File: src/rtl/pixel_line_buffer_if.sv
// rtl/pixel_line_buffer_if.sv - pixel stream in / column stream out bundle for the line buffer
interface pixel_line_buffer_if #(
  parameter int DATA_SIZE   = 8,
  parameter int IMG_WIDTH   = 28,
  parameter int IMG_HEIGHT  = 28,
  parameter int KERNEL_SIZE = 3,
  parameter int CHANNELS    = 1
) ();
  localparam int PW = CHANNELS * DATA_SIZE;
  localparam int CW = $clog2(IMG_WIDTH);
  localparam int RW = $clog2(IMG_HEIGHT);

  logic                      data_valid;
  logic [PW-1:0]             data_in;
  logic                      flush;
  logic [KERNEL_SIZE*PW-1:0] column_out;
  logic                      column_valid;
  logic [CW-1:0]             col_index;
  logic [RW-1:0]             row_index;
  logic                      frame_done;

  // pixel source / column consumer side
  modport master (
    output data_valid, data_in, flush,
    input  column_out, column_valid, col_index, row_index, frame_done
  );

  // line buffer side
  modport slave (
    input  data_valid, data_in, flush,
    output column_out, column_valid, col_index, row_index, frame_done
  );
endinterface

File: src/rtl/pixel_line_buffer.sv
// rtl/pixel_line_buffer.sv - streaming line buffer emitting KERNEL_SIZE-tall pixel columns
module pixel_line_buffer #(
  parameter int DATA_SIZE   = 8,
  parameter int IMG_WIDTH   = 28,
  parameter int IMG_HEIGHT  = 28,
  parameter int KERNEL_SIZE = 3,
  parameter int CHANNELS    = 1
) (
  input logic           clock,
  input logic           reset_n,
  pixel_line_buffer_if.slave bus
);
  localparam int PW = CHANNELS * DATA_SIZE;
  localparam int CW = $clog2(IMG_WIDTH);
  localparam int RW = $clog2(IMG_HEIGHT);
  localparam int NL = KERNEL_SIZE - 1;

  typedef enum logic {FILL, STREAM} state_t;

  state_t state, next_state;

  logic [CW-1:0] col_ptr;
  logic [RW-1:0] row_cnt;

  // L[0] holds the previous row, L[NL-1] the oldest; contents survive reset
  logic [PW-1:0] line_mem [NL][IMG_WIDTH];

  logic                      accept;
  logic                      last_col;
  logic                      last_row;
  logic                      emit;
  logic [KERNEL_SIZE*PW-1:0] column_next;

  // beat qualification, column assembly and FSM next state
  always_comb begin
    accept      = bus.data_valid && !bus.flush;
    last_col    = (col_ptr == CW'(IMG_WIDTH - 1));
    last_row    = (row_cnt == RW'(IMG_HEIGHT - 1));
    emit        = accept && (state == STREAM);
    next_state  = state;
    column_next = '0;
    column_next[(KERNEL_SIZE-1)*PW +: PW] = bus.data_in;
    for (int k = 0; k < NL; k++) begin
      column_next[k*PW +: PW] = line_mem[NL-1-k][col_ptr];
    end
    if (bus.flush) begin
      next_state = FILL;
    end else if (accept) begin
      case (state)
        FILL:   if (last_col && row_cnt == RW'(KERNEL_SIZE - 2)) next_state = STREAM;
        STREAM: if (last_col && last_row) next_state = FILL;
        default: next_state = FILL;
      endcase
    end
  end

  // FSM state register
  always_ff @(posedge clock or negedge reset_n) begin
    if (!reset_n) state <= FILL;
    else          state <= next_state;
  end

  // shift the column at col_ptr down one line memory on every accepted beat
  always_ff @(posedge clock) begin
    if (accept) begin
      line_mem[0][col_ptr] <= bus.data_in;
      for (int i = 1; i < NL; i++) begin
        line_mem[i][col_ptr] <= line_mem[i-1][col_ptr];
      end
    end
  end

  // raster position counters
  always_ff @(posedge clock or negedge reset_n) begin
    if (!reset_n) begin
      col_ptr <= '0;
      row_cnt <= '0;
    end else if (bus.flush) begin
      col_ptr <= '0;
      row_cnt <= '0;
    end else if (accept) begin
      if (last_col) begin
        col_ptr <= '0;
        row_cnt <= last_row ? '0 : row_cnt + RW'(1);
      end else begin
        col_ptr <= col_ptr + CW'(1);
      end
    end
  end

  // registered column output; data and indices hold between emitted columns
  always_ff @(posedge clock or negedge reset_n) begin
    if (!reset_n) begin
      bus.column_out   <= '0;
      bus.column_valid <= 1'b0;
      bus.col_index    <= '0;
      bus.row_index    <= '0;
      bus.frame_done   <= 1'b0;
    end else begin
      bus.column_valid <= emit;
      bus.frame_done   <= emit && last_col && last_row;
      if (emit) begin
        bus.column_out <= column_next;
        bus.col_index  <= col_ptr;
        bus.row_index  <= row_cnt;
      end
    end
  end
endmodule

File: src/flat_wrapper.sv
// flat-port wrapper written by rule: the top's interface ports become plain ports
module pixel_line_buffer_flat 
#(
  parameter int DATA_SIZE   = 8,
  parameter int IMG_WIDTH   = 28,
  parameter int IMG_HEIGHT  = 28,
  parameter int KERNEL_SIZE = 3,
  parameter int CHANNELS    = 1
)
  (clock, reset_n, bus_data_valid, bus_data_in, bus_flush, bus_column_out, bus_column_valid, bus_col_index, bus_row_index, bus_frame_done);
  pixel_line_buffer_if #(.DATA_SIZE(DATA_SIZE), .IMG_WIDTH(IMG_WIDTH), .IMG_HEIGHT(IMG_HEIGHT), .KERNEL_SIZE(KERNEL_SIZE), .CHANNELS(CHANNELS)) bus_i ();
  input logic clock;
  input logic reset_n;
  input wire logic [$bits(bus_i.data_valid)-1:0] bus_data_valid;
  input wire logic [$bits(bus_i.data_in)-1:0] bus_data_in;
  input wire logic [$bits(bus_i.flush)-1:0] bus_flush;
  output wire logic [$bits(bus_i.column_out)-1:0] bus_column_out;
  output wire logic [$bits(bus_i.column_valid)-1:0] bus_column_valid;
  output wire logic [$bits(bus_i.col_index)-1:0] bus_col_index;
  output wire logic [$bits(bus_i.row_index)-1:0] bus_row_index;
  output wire logic [$bits(bus_i.frame_done)-1:0] bus_frame_done;
  assign bus_i.data_valid = bus_data_valid;
  assign bus_i.data_in = bus_data_in;
  assign bus_i.flush = bus_flush;
  assign bus_column_out = bus_i.column_out;
  assign bus_column_valid = bus_i.column_valid;
  assign bus_col_index = bus_i.col_index;
  assign bus_row_index = bus_i.row_index;
  assign bus_frame_done = bus_i.frame_done;
  pixel_line_buffer #(.DATA_SIZE(DATA_SIZE), .IMG_WIDTH(IMG_WIDTH), .IMG_HEIGHT(IMG_HEIGHT), .KERNEL_SIZE(KERNEL_SIZE), .CHANNELS(CHANNELS)) u_core (.clock(clock), .reset_n(reset_n), .bus(bus_i));
endmodule
File: config.mk
export PLATFORM = sky130hd
export DESIGN_NAME = pixel_line_buffer_flat
export DESIGN_NICKNAME = d
export VERILOG_FILES = /design/src/rtl/pixel_line_buffer_if.sv /design/src/rtl/pixel_line_buffer.sv /design/src/flat_wrapper.sv
export SDC_FILE = /design/constraint.sdc
export NUM_CORES = 1
export LEC_CHECK = 0
export BUFFER_PORTS_ARGS = -buffer_cell sky130_fd_sc_hd__buf_2
export CORE_MARGIN = 10
export CORE_UTILIZATION = 55
export DETAILED_ROUTE_END_ITERATION = 6
export PLACE_DENSITY = 0.81
export SYNTH_ARGS = -nofsm -noshare
export SYNTH_HDL_FRONTEND = slang
export SYNTH_SLANG_ARGS = --single-unit
File: constraint.sdc
create_clock -name clock -period 4.7 [get_ports clock]
set_input_delay 0.235 -clock clock [delete_from_list [all_inputs] [get_ports clock]]
set_output_delay 0.235 -clock clock [all_outputs]
set_load 0.05 [all_outputs]
==> flow_metrics.env, run 1 <==
export IMPL_vias_per_cell=6.49
export IMPL_synth_area_mm2=0.0194
export IMPL_path_class="reg2reg"
export IMPL_final_layout_size_suffix_gt1_share_pct=22.3
export IMPL_post_cts_resized=0
export IMPL_start_util_pct=56.0
export IMPL_firstDrtPassIters=5
export IMPL_final_cells=1646
export IMPL_synthesis_nets=1082
export IMPL_finalCritPeriodShare_pct=83.2
export IMPL_wirelength_um=47900
export IMPL_die_area_mm2=0.0432
export IMPL_grt_max_degree=68
export IMPL_grt_pass1_vias=10600
export IMPL_syn_to_final_growth_pct=12.9
export IMPL_ys_types=57
export IMPL_most_common_layout_cells="448 x edfxtp_1, 116 x mux2i_1, 79 x nand2_1"
export IMPL_final_nets=1173
export IMPL_antenna_found_initial=0
export IMPL_p_leak_nw=7.30
export IMPL_p_int_w=0.00724
export IMPL_clock_skew_ns=0.0128
export IMPL_synth_top_area_share_pct=69.4
export IMPL_layout_commonest_cell="edfxtp_1"
export IMPL_io_buffer_count=47
export IMPL_synth_seq_cells=495
export IMPL_finalPower_w=0.00909
export IMPL_tritoncts="done"
export IMPL_hold_viol=0
export IMPL_irDropWorstVdd_mv=0.349
export IMPL_drc=0
export IMPL_num_antenna_cells=0
export IMPL_hpwlAfterDp_um=28400
export IMPL_chipWidth_um=208
export IMPL_status="complete, no violations"
export IMPL_gp_congestion=0.875
export IMPL_dp_cells=1558
export IMPL_ys_seq_area_share_pct=75.4
export IMPL_clkTransAtPathRegs_ns=0.07
export IMPL_hold_class="in2reg"
export IMPL_tns_ns=0
export IMPL_cp_data_required_time_ns=5.14
export IMPL_p_seq_share_pct=53.9
export IMPL_switching_power_w=0.00185
export IMPL_syn_avg_cell_area_um2=18.2
export IMPL_power_density_mw_per_mm2=415
export IMPL_swShare_pct=20.3
export IMPL_cts_max_path_buffers=3
export IMPL_cap_viol_max_count=0
export IMPL_io_pins=48
export IMPL_crit_fanout=67
export IMPL_final_antenna_net_count=0
export IMPL_synth_async_sr_flop_share_pct=9.49
export IMPL_cts_sinks=495
export IMPL_comb_power_share_pct=4.1
export IMPL_worst_slew_pin_slew_ns=1.32
export IMPL_coreArea_mm2=0.0346
export IMPL_synth_edf_count=448
export IMPL_synthCells=1063
export IMPL_cts_hold_buf=2
export IMPL_synth_area_leaders="edfxtp_1 69%, mux4_2 6.4%, dfrtp_1 6.1%"
export IMPL_clock_power_share_pct=42.0
export IMPL_setup_viol=0
export IMPL_slew_headroom_pct=11.6
export IMPL_vias=10700
export IMPL_synthFlopType="edfxtp_1"
export IMPL_yosys_area_top_type="edfxtp_1"
export IMPL_cts_htree_levels=2
export IMPL_reg2reg_slack_ns=0.79
export IMPL_insertion_delay_ns=0.56
export IMPL_root_buffer="clkbuf_16"
export IMPL_numCtsBuffers=47
export IMPL_overflow=0
export IMPL_die_y_um=208
export IMPL_clock_fmax_mhz=256
export IMPL_maxSlewViolCount=0
export IMPL_yosys_warnings=0
export IMPL_wl_per_cell_um=29.1
export IMPL_row_count=68
export IMPL_period_minus_slack_ns=3.91
export IMPL_postCtsSetupBuffers=0
export IMPL_critPathArrivalTime_ns=4.36
export IMPL_drtIter0Drc=1700
export IMPL_hold_ws_ns=0.0708
export IMPL_grt_pass1_wl_um=70700
export IMPL_grt_usage_pct=21.7
export IMPL_cp_end_kind="register"
export IMPL_critPathLaunchType="register"
export IMPL_rsz0062_at_grt="no"
## cell families (layout without fill, tap and decap cells)
| kind of cell | after synthesis | after routing | share of synthesized area, % |
|---|---|---|---|
| buffers and inverters | 61 | 189 | 1.81 |
| multiplexers | 184 | 184 | 13.2 |
| AND/OR/NAND/NOR | 209 | 209 | 5.22 |
| AO/OA/AOI/OAI | 103 | 103 | 3.68 |
| adder cells (fa/ha/maj) | 7 | 7 | 0.452 |
| XOR/XNOR | 4 | 4 | 0.181 |
| flip-flops | 495 | 495 | 75.4 |
## through the flow
step	util [%]	instance area [µm²]	setup WS, ns
floorplan	-	19400	2.15
global placement	58.6	20300	1.15
detailed placement	58.6	20300	1.02
CTS	63.2	21900	0.971
global route	63.2	21900	0.637
finish	63.2	21900	0.788
## metal layers
layer	GRT usage [%]	wire length (µm)
met3	4.95	5660
met5	0	0
met4	8.34	1980
met1	30.0	18400
met2	33.2	21800
## cell type report
cell class | instances | area (µm²)
flip-flops and latches | 495 | 14600
inverters | 4 | 15.0
multi-input cells | 507 | 4460
fillers | 2264 | 12700
clock inverters | 21 | 218
clock buffers | 65 | 1360
repair buffers | 99 | 643
well taps | 455 | 569
## final timing paths
kind                                                      from                                    end  depth (start not counted)
setup reg to reg                 u_core.col_ptr[1]$_DFFE_PN0P_  u_core.bus.column_out[15]$_DFFE_PN0P_                          6
max in group asynchronous                              reset_n          u_core.col_ptr[1]$_DFFE_PN0P_                          3
min in group asynchronous                              reset_n        u_core.bus.frame_done$_DFF_PN0_                          3
hold / removal                                  bus_data_valid          u_core.col_ptr[1]$_DFFE_PN0P_                          3
setup / recovery                 u_core.col_ptr[1]$_DFFE_PN0P_  u_core.bus.column_out[15]$_DFFE_PN0P_                          6
hold reg to reg            u_core.bus.row_index[2]$_DFFE_PN0P_    u_core.bus.row_index[2]$_DFFE_PN0P_                          2
## power groups by stage
stage	Sequential [W]	Clock (W)	Combinational, W
6_report	0.00490	0.00382	0.000372
5_1_grt	0.00490	0.00402	0.000398
4_1_cts	0.00490	0.00384	0.000368
3_5_place_dp	0.00499	0	0.000365
3_3_place_gp	0.00499	0	0.000352
2_1_floorplan	0.00495	0	0.000272
## Yosys cell counts (7+ instances only)
| cell | n |
|---|---|
| ha_1 | 7 |
| nand3_1 | 14 |
| buf_4 | 12 |
| mux2_2 | 8 |
| buf_2 | 24 |
| o22ai_1 | 36 |
| edfxtp_1 | 448 |
| clkbuf_1 | 12 |
| nor2b_1 | 16 |
| mux2i_1 | 116 |
| a22oi_1 | 18 |
| mux4_2 | 55 |
| nand2_1 | 79 |
| dfrtp_1 | 47 |
| nor2_1 | 54 |
| o21ai_0 | 11 |
| a31oi_1 | 11 |
## sequential cells by signal, summed over array words and instances (netlist names)
| signal | flops |
|---|---|
| u_core.bus.row_index | 5 |
| u_core.bus.column_out | 24 |
| u_core.bus.column_valid | 1 |
| u_core.line_mem | 448 |
| u_core.bus.col_index | 5 |
| u_core.row_cnt | 5 |
| u_core.col_ptr | 5 |
| u_core.bus.frame_done | 1 |
| u_core.state | 1 |
## worst max-delay path, stage by stage (launching register included)
cell and delay, ns:
dfrtp_4 1.12, buf_4 0.54, mux2i_1 0.26, nand2_1 0.08
nand4_1 0.19, nand3_1 0.82, mux2_2 0.63
Note: power is estimated with default switching activity, not from simulation.
==> run 2, diff against run 1 <==
Settings changed: ABC_AREA set to 1, PLACE_DENSITY 0.81 to 0.83.
Clock period 4.7 ns to 3.54 ns, I/O delays scaled along.
==> flow_metrics.env, run 2 <==
export IMPL_insertion_delay_ns=0.57
export IMPL_postCtsSetupBuffers=0
export IMPL_largest_register_ffs=448
export IMPL_cts_max_path_buffers=3
export IMPL_synth_compound_area_share_pct=1.45
export IMPL_synthXorXnorAreaFrac_pct=0.207
export IMPL_start_util_pct=56.0
export IMPL_crit_fanout=68
export IMPL_root_buffer="clkbuf_16"
export IMPL_synth_adder_area_share_pct=0.415
export IMPL_row_count=71
export IMPL_wl_per_cell_um=19.8
export IMPL_cp_data_required_time_ns=4.00
export IMPL_path_class="reg2reg"
export IMPL_most_common_layout_cells="899 x nand2_1, 448 x edfxtp_1, 249 x inv_1"
export IMPL_die_y_um=216
export IMPL_synth_area_leaders="edfxtp_1 64%, nand2_1 16%, dfrtp_1 5.6%"
export IMPL_critPathArrivalTime_ns=3.10
export IMPL_critPathTopFamily="buffers and inverters"
export IMPL_layout_commonest_cell="nand2_1"
export IMPL_final_antenna_net_count=0
export IMPL_synth_seq_cells=495
export IMPL_synth_edf_count=448
export IMPL_hold_ws_ns=0.0682
export IMPL_hold_class="in2reg"
export IMPL_critPathLaunchType="register"
export IMPL_clock_skew_ns=0.0190
export IMPL_cts_sinks=495
export IMPL_setup_viol=0
export IMPL_power_density_mw_per_mm2=669
export IMPL_muxShareOfSynthArea_pct=0
export IMPL_cp_end_kind="register"
export IMPL_gp_congestion=0.892
export IMPL_p_leak_nw=10.4
export IMPL_synth_async_sr_flop_share_pct=9.49
export IMPL_ys_seq_area_share_pct=69.2
export IMPL_reg_top3="u_core.line_mem: 448 flops, u_core.bus.column_out: 24 flops"
export IMPL_registers_top_by_ff_count="u_core.line_mem"
export IMPL_syn_avg_cell_area_um2=10.2
export IMPL_coreArea_mm2=0.0378
export IMPL_synth_top_area_share_pct=63.7
export IMPL_die_area_mm2=0.0467
export IMPL_synth_area_mm2=0.0211
export IMPL_tns_ns=0
export IMPL_post_synth_top_count_cell="nand2_1"
export IMPL_cpMostUsedCell="nand2_1"
export IMPL_antenna_found_initial=4
export IMPL_vias=14800
export IMPL_finalCritPeriodShare_pct=74.6
export IMPL_hold_viol=0
export IMPL_final_cells=2689
export IMPL_io_buffer_count=47
export IMPL_grt_pass1_wl_um=82400
export IMPL_overflow=0
export IMPL_num_antenna_cells=0
export IMPL_ys_types=31
export IMPL_grt_pass1_vias=14800
export IMPL_clkTransAtPathRegs_ns=0.06
export IMPL_maxSlewViolCount=0
export IMPL_vias_per_cell=5.52
export IMPL_ys_top_cells_by_count="899 x nand2_1, 448 x edfxtp_1, 249 x inv_1"
export IMPL_setup_ws_ns=0.899
export IMPL_cap_viol_max_count=0
export IMPL_slew_headroom_pct=35.2
export IMPL_dp_cells=2598
export IMPL_synthFlopType="edfxtp_1"
export IMPL_cts_htree_levels=2
export IMPL_drtIter0Drc=1930
export IMPL_yosys_warnings=0
export IMPL_crit_chain="inv_4, buf_4, nand2_1, a21oi_1, nor2_1, nor2_1, nand3_1, nand2_1, nand2_1"
export IMPL_status="complete, no violations"
export IMPL_synth_top_family_by_area="simple AND/OR/NAND/NOR gates"
export IMPL_clock_fmax_mhz=379
export IMPL_hpwlAfterDp_um=30700
export IMPL_worst_path_buf_inv=2
export IMPL_reg2reg_slack_ns=0.90
export IMPL_synth_simple_area_share_pct=21.8
export IMPL_finalPower_w=0.0158
export IMPL_final_nets=2159
export IMPL_numCtsBuffers=48
export IMPL_tritoncts="done"
export IMPL_worst_slew_pin_slew_ns=0.972
export IMPL_rsz0062_at_grt="no"
export IMPL_chipWidth_um=216
export IMPL_period_minus_slack_ns=2.64
export IMPL_pre_cts_ws_ns=0.964
export IMPL_synthCells=2069
export IMPL_wirelength_um=53300
export IMPL_firstDrtPassIters=6
export IMPL_synthesis_nets=2088
export IMPL_grt_usage_pct=22.6
export IMPL_cts_hold_buf=3
export IMPL_drc=0
export IMPL_final_layout_size_suffix_gt1_share_pct=9.04
export IMPL_grt_max_degree=137
export IMPL_yosys_area_top_type="edfxtp_1"
export IMPL_post_cts_resized=0
export IMPL_io_pins=48
export IMPL_syn_to_final_growth_pct=11.6
export IMPL_irDropWorstVdd_mv=0.539
export IMPL_cpMaxStageDelayCell="inv_4"
export IMPL_cpPeakStageDelay_ns=0.60
## run 2: cell types whose count changed after synthesis, moves of 11 or more
cell and change:
o21ai_0 +16, nor2_1 +40, nand3_1 +135, inv_1 +246, mux2i_1 -116, nand2_1 +820
buf_2 +16, a31oi_1 -11, nor2b_1 -16, mux4_2 -55, o22ai_1 -33, a21oi_1 +11
a22oi_1 -17
## run 2: logic make-up (layout without fill, tap and decap cells)
logic type	Yosys count	after routing
AND/OR/NAND/NOR	1159	1159
AO/OA/AOI/OAI	58	58
adder cells (fa/ha/maj)	7	7
flip-flops	495	495
buffers and inverters	345	454
XOR/XNOR	5	5
## run 2: metrics by stage
| step | utilization, % | cell area (µm²) |
|---|---|---|
| after floorplan | - | 21100 |
| after global placement | 58.3 | 22000 |
| after detailed placement | 58.3 | 22000 |
| after CTS | 62.4 | 23600 |
| after global routing | 62.4 | 23600 |
| final | 62.4 | 23600 |
## run 2: cell type report
type,count,area (µm²)
Clock inverter,24,184
Clock buffer,64,1330
Inverter,255,966
Fill cell,2760,14200
Multi-Input combinational cell,1229,5040
Tap cell,511,639
Timing Repair Buffer,111,773
Sequential cell,495,14600
## run 2: path summary, 6_finish.rpt
check,start,end,cells after the start
setup / recovery,u_core.col_ptr[1]$_DFFE_PN0P_,u_core.bus.column_out[7]$_DFFE_PN0P_,9
hold / removal,bus_data_valid,u_core.row_cnt[0]$_DFFE_PN0P_,4
setup reg to reg,u_core.col_ptr[1]$_DFFE_PN0P_,u_core.bus.column_out[7]$_DFFE_PN0P_,9
hold reg to reg,u_core.bus.column_out[16]$_DFFE_PN0P_,u_core.bus.column_out[16]$_DFFE_PN0P_,2
max in group asynchronous,reset_n,u_core.col_ptr[0]$_DFFE_PN0P_,3
min in group asynchronous,reset_n,u_core.bus.column_out[7]$_DFFE_PN0P_,2
## run 2: worst reg2reg max path, delay by kind of cell (launching register included)
kind	cells	cell delay, ns
buffers and inverters	2	0.99
flip-flops	1	0.50
AND/OR/NAND/NOR	6	0.93
AO/OA/AOI/OAI	1	0.11
## run 2: power breakdown
part / internal (W) / total (W) / switching (W)
logic: 0.000975 / 0.00380 / 0.00283
registers: 0.00695 / 0.00699 / 0.0000433
clock network: 0.00285 / 0.00497 / 0.00211
total: 0.0108 / 0.0158 / 0.00498
## run 2: routing by layer
layer / vias up / share of wire, % / GRT usage, % / wire [µm]
li1: 6746 / - / - / -
met1: 6981 / 36 / 28.1 / 19000
met2: 928 / 49 / 37.5 / 25900
met3: 180 / 12 / 5.31 / 6230
met4: 6 / 3.9 / 9.09 / 2060
met5: - / 0.077 / 0 / 41
==> run 3, diff against run 2 <==
Settings changed: ABC_AREA 1 to 0, PLACE_DENSITY 0.83 to 0.81.
Clock period 3.54 ns to 2.7 ns, I/O delays scaled along.
==> flow_metrics.env, run 3 (synthesized netlist as in run 1, its figures left out) <==
export IMPL_antenna_found_initial=0
export IMPL_wirelength_um=49700
export IMPL_overflow=0
export IMPL_tritoncts="done"
export IMPL_die_area_mm2=0.0432
export IMPL_cp_data_required_time_ns=3.09
export IMPL_num_antenna_cells=0
export IMPL_swShare_pct=20.3
export IMPL_setup_viol=0
export IMPL_cts_htree_levels=2
export IMPL_status="complete, no violations"
export IMPL_final_layout_size_suffix_gt1_share_pct=24.9
export IMPL_design_area_mm2=0.0224
export IMPL_row_count=68
export IMPL_drtIter0Drc=1227
export IMPL_drc=0
export IMPL_grt_max_degree=42
export IMPL_final_antenna_net_count=0
export IMPL_p_int_w=0.0125
export IMPL_layout_commonest_cell="edfxtp_1"
export IMPL_n_fill_cell=2197
export IMPL_grt_usage_pct=22.5
export IMPL_io_pins=48
export IMPL_critPathLaunchType="register"
export IMPL_clock_fmax_mhz=394
export IMPL_clkTransAtPathRegs_ns=0.06
export IMPL_placed_cell_area_mm2=0.0209
export IMPL_hold_viol=0
export IMPL_grt_pass1_vias=11100
export IMPL_grt_pass1_wl_um=72300
export IMPL_cts_sinks=495
export IMPL_gp_congestion=0.881
export IMPL_finalCritPeriodShare_pct=94.1
export IMPL_numCtsBuffers=47
export IMPL_power_density_mw_per_mm2=698
export IMPL_final_nets=1224
export IMPL_comb_power_share_pct=5.1
export IMPL_period_minus_slack_ns=2.54
export IMPL_min_path_cells=3
export IMPL_clock_power_share_pct=40.8
export IMPL_switching_power_w=0.00318
export IMPL_cap_viol_max_count=0
export IMPL_crit_fanout=28
export IMPL_reg_top3="u_core.line_mem: 448 flops, u_core.bus.column_out: 24 flops"
export IMPL_clock_skew_ns=0.0232
export IMPL_root_buffer="clkbuf_16"
export IMPL_p_leak_nw=7.57
export IMPL_hold_class="in2reg"
export IMPL_tns_ns=0
export IMPL_irDropWorstVdd_mv=0.591
export IMPL_path_class="reg2reg"
export IMPL_worst_slew_pin_slew_ns=1.06
export IMPL_hpwlAfterDp_um=31100
export IMPL_chipWidth_um=208
export IMPL_critPathArrivalTime_ns=2.93
export IMPL_coreArea_mm2=0.0346
export IMPL_vias_per_cell=6.47
export IMPL_registers_top_by_ff_count="u_core.line_mem"
export IMPL_cts_max_path_buffers=3
export IMPL_largest_register_ffs=448
export IMPL_rsz0062_at_grt="no"
export IMPL_io_buffer_count=47
export IMPL_maxSlewViolCount=0
export IMPL_cp_end_kind="register"
export IMPL_syn_to_final_growth_pct=15.7
export IMPL_finalPower_w=0.0157
export IMPL_start_util_pct=56.0
export IMPL_vias=11000
export IMPL_p_seq_share_pct=54.1
export IMPL_die_y_um=208
export IMPL_slew_headroom_pct=29.6
export IMPL_wl_per_cell_um=29.3
export IMPL_insertion_delay_ns=0.56
export IMPL_most_common_layout_cells="448 x edfxtp_1, 116 x mux2i_1, 81 x buf_4"
export IMPL_r2r_cells=7
export IMPL_post_cts_resized=0
export IMPL_firstDrtPassIters=5
==> run 3: worst paths after layout <==
kind                                                       startpoint                                    end  slack [ns]
max in group asynchronous                                     reset_n   u_core.bus.column_out[7]$_DFFE_PN0P_        1.58
worst min-delay path                                   bus_data_in[6]  u_core.bus.column_out[22]$_DFFE_PN0P_        0.05
min in group asynchronous                                     reset_n          u_core.row_cnt[3]$_DFFE_PN0P_        0.33
worst max register to register          u_core.col_ptr[0]$_DFFE_PN0P_      u_core.line_mem[0][428]$_DFFE_PP_        0.16
worst max-delay path                    u_core.col_ptr[0]$_DFFE_PN0P_      u_core.line_mem[0][428]$_DFFE_PP_        0.16
worst min register to register  u_core.bus.column_out[23]$_DFFE_PN0P_  u_core.bus.column_out[23]$_DFFE_PN0P_        0.47
==> run 3: through the flow <==
step	std cells	hold slack, ns	util, %	worst slack [ns]
detailed placement	1609	0.377	60.4	0.210
finish	1696	0.0472	64.8	0.159
global placement	1609	0.375	60.4	0.239
CTS	1696	0.0301	64.8	0.194
global route	1696	0.0756	64.8	0.122
floorplan	1063	-0.161	-	0.151
==> run 3: layer usage <==
metal | routed length (µm) | GRT usage (%) | share of wire (%) | up-vias
li1 | - | - | - | 4511
met1 | 18100 | 28.8 | 36 | 5547
met2 | 23200 | 34.7 | 47 | 776
met3 | 6200 | 6.90 | 12 | 139
met4 | 2190 | 10.0 | 4.4 | 0
met5 | 0 | 0 | 0 | -
==> run 3: power by group through the flow <==
stage,Combinational (W),Clock (W),Sequential [W]
2_1_floorplan,0.000473,0,0.00863
3_3_place_gp,0.000766,0,0.00863
3_5_place_dp,0.000789,0,0.00863
4_1_cts,0.000800,0.00645,0.00847
5_1_grt,0.000849,0.00673,0.00847
6_report,0.000804,0.00638,0.00847
==> run 3: cell type report <==
type / instances / area (µm²) / area share (%)
tap: 455 / 569 / 2.54
clock inverter: 17 / 159 / 0.708
sequential: 495 / 14600 / 65.2
clock buffer: 68 / 1340 / 5.95
multi-input combinational: 507 / 4460 / 19.9
timing repair buffer: 150 / 1260 / 5.63
inverter: 4 / 15.0 / 0.0669
==> run 3: what timing repair did <==
action / in CTS / in global routing
hold buffers: 2 / 0
endpoints found under the hold margin: 44 / 0
setup buffers: 0 / 0
==> run 3: worst max-delay path: stages (launching register included) <==
cell     delay, ns
dfrtp_4       0.54
buf_4         0.21
or4bb_1       0.73
buf_4         0.26
o22ai_1       0.24
nor4_2        0.10
nand2_1       0.12
buf_12        0.17
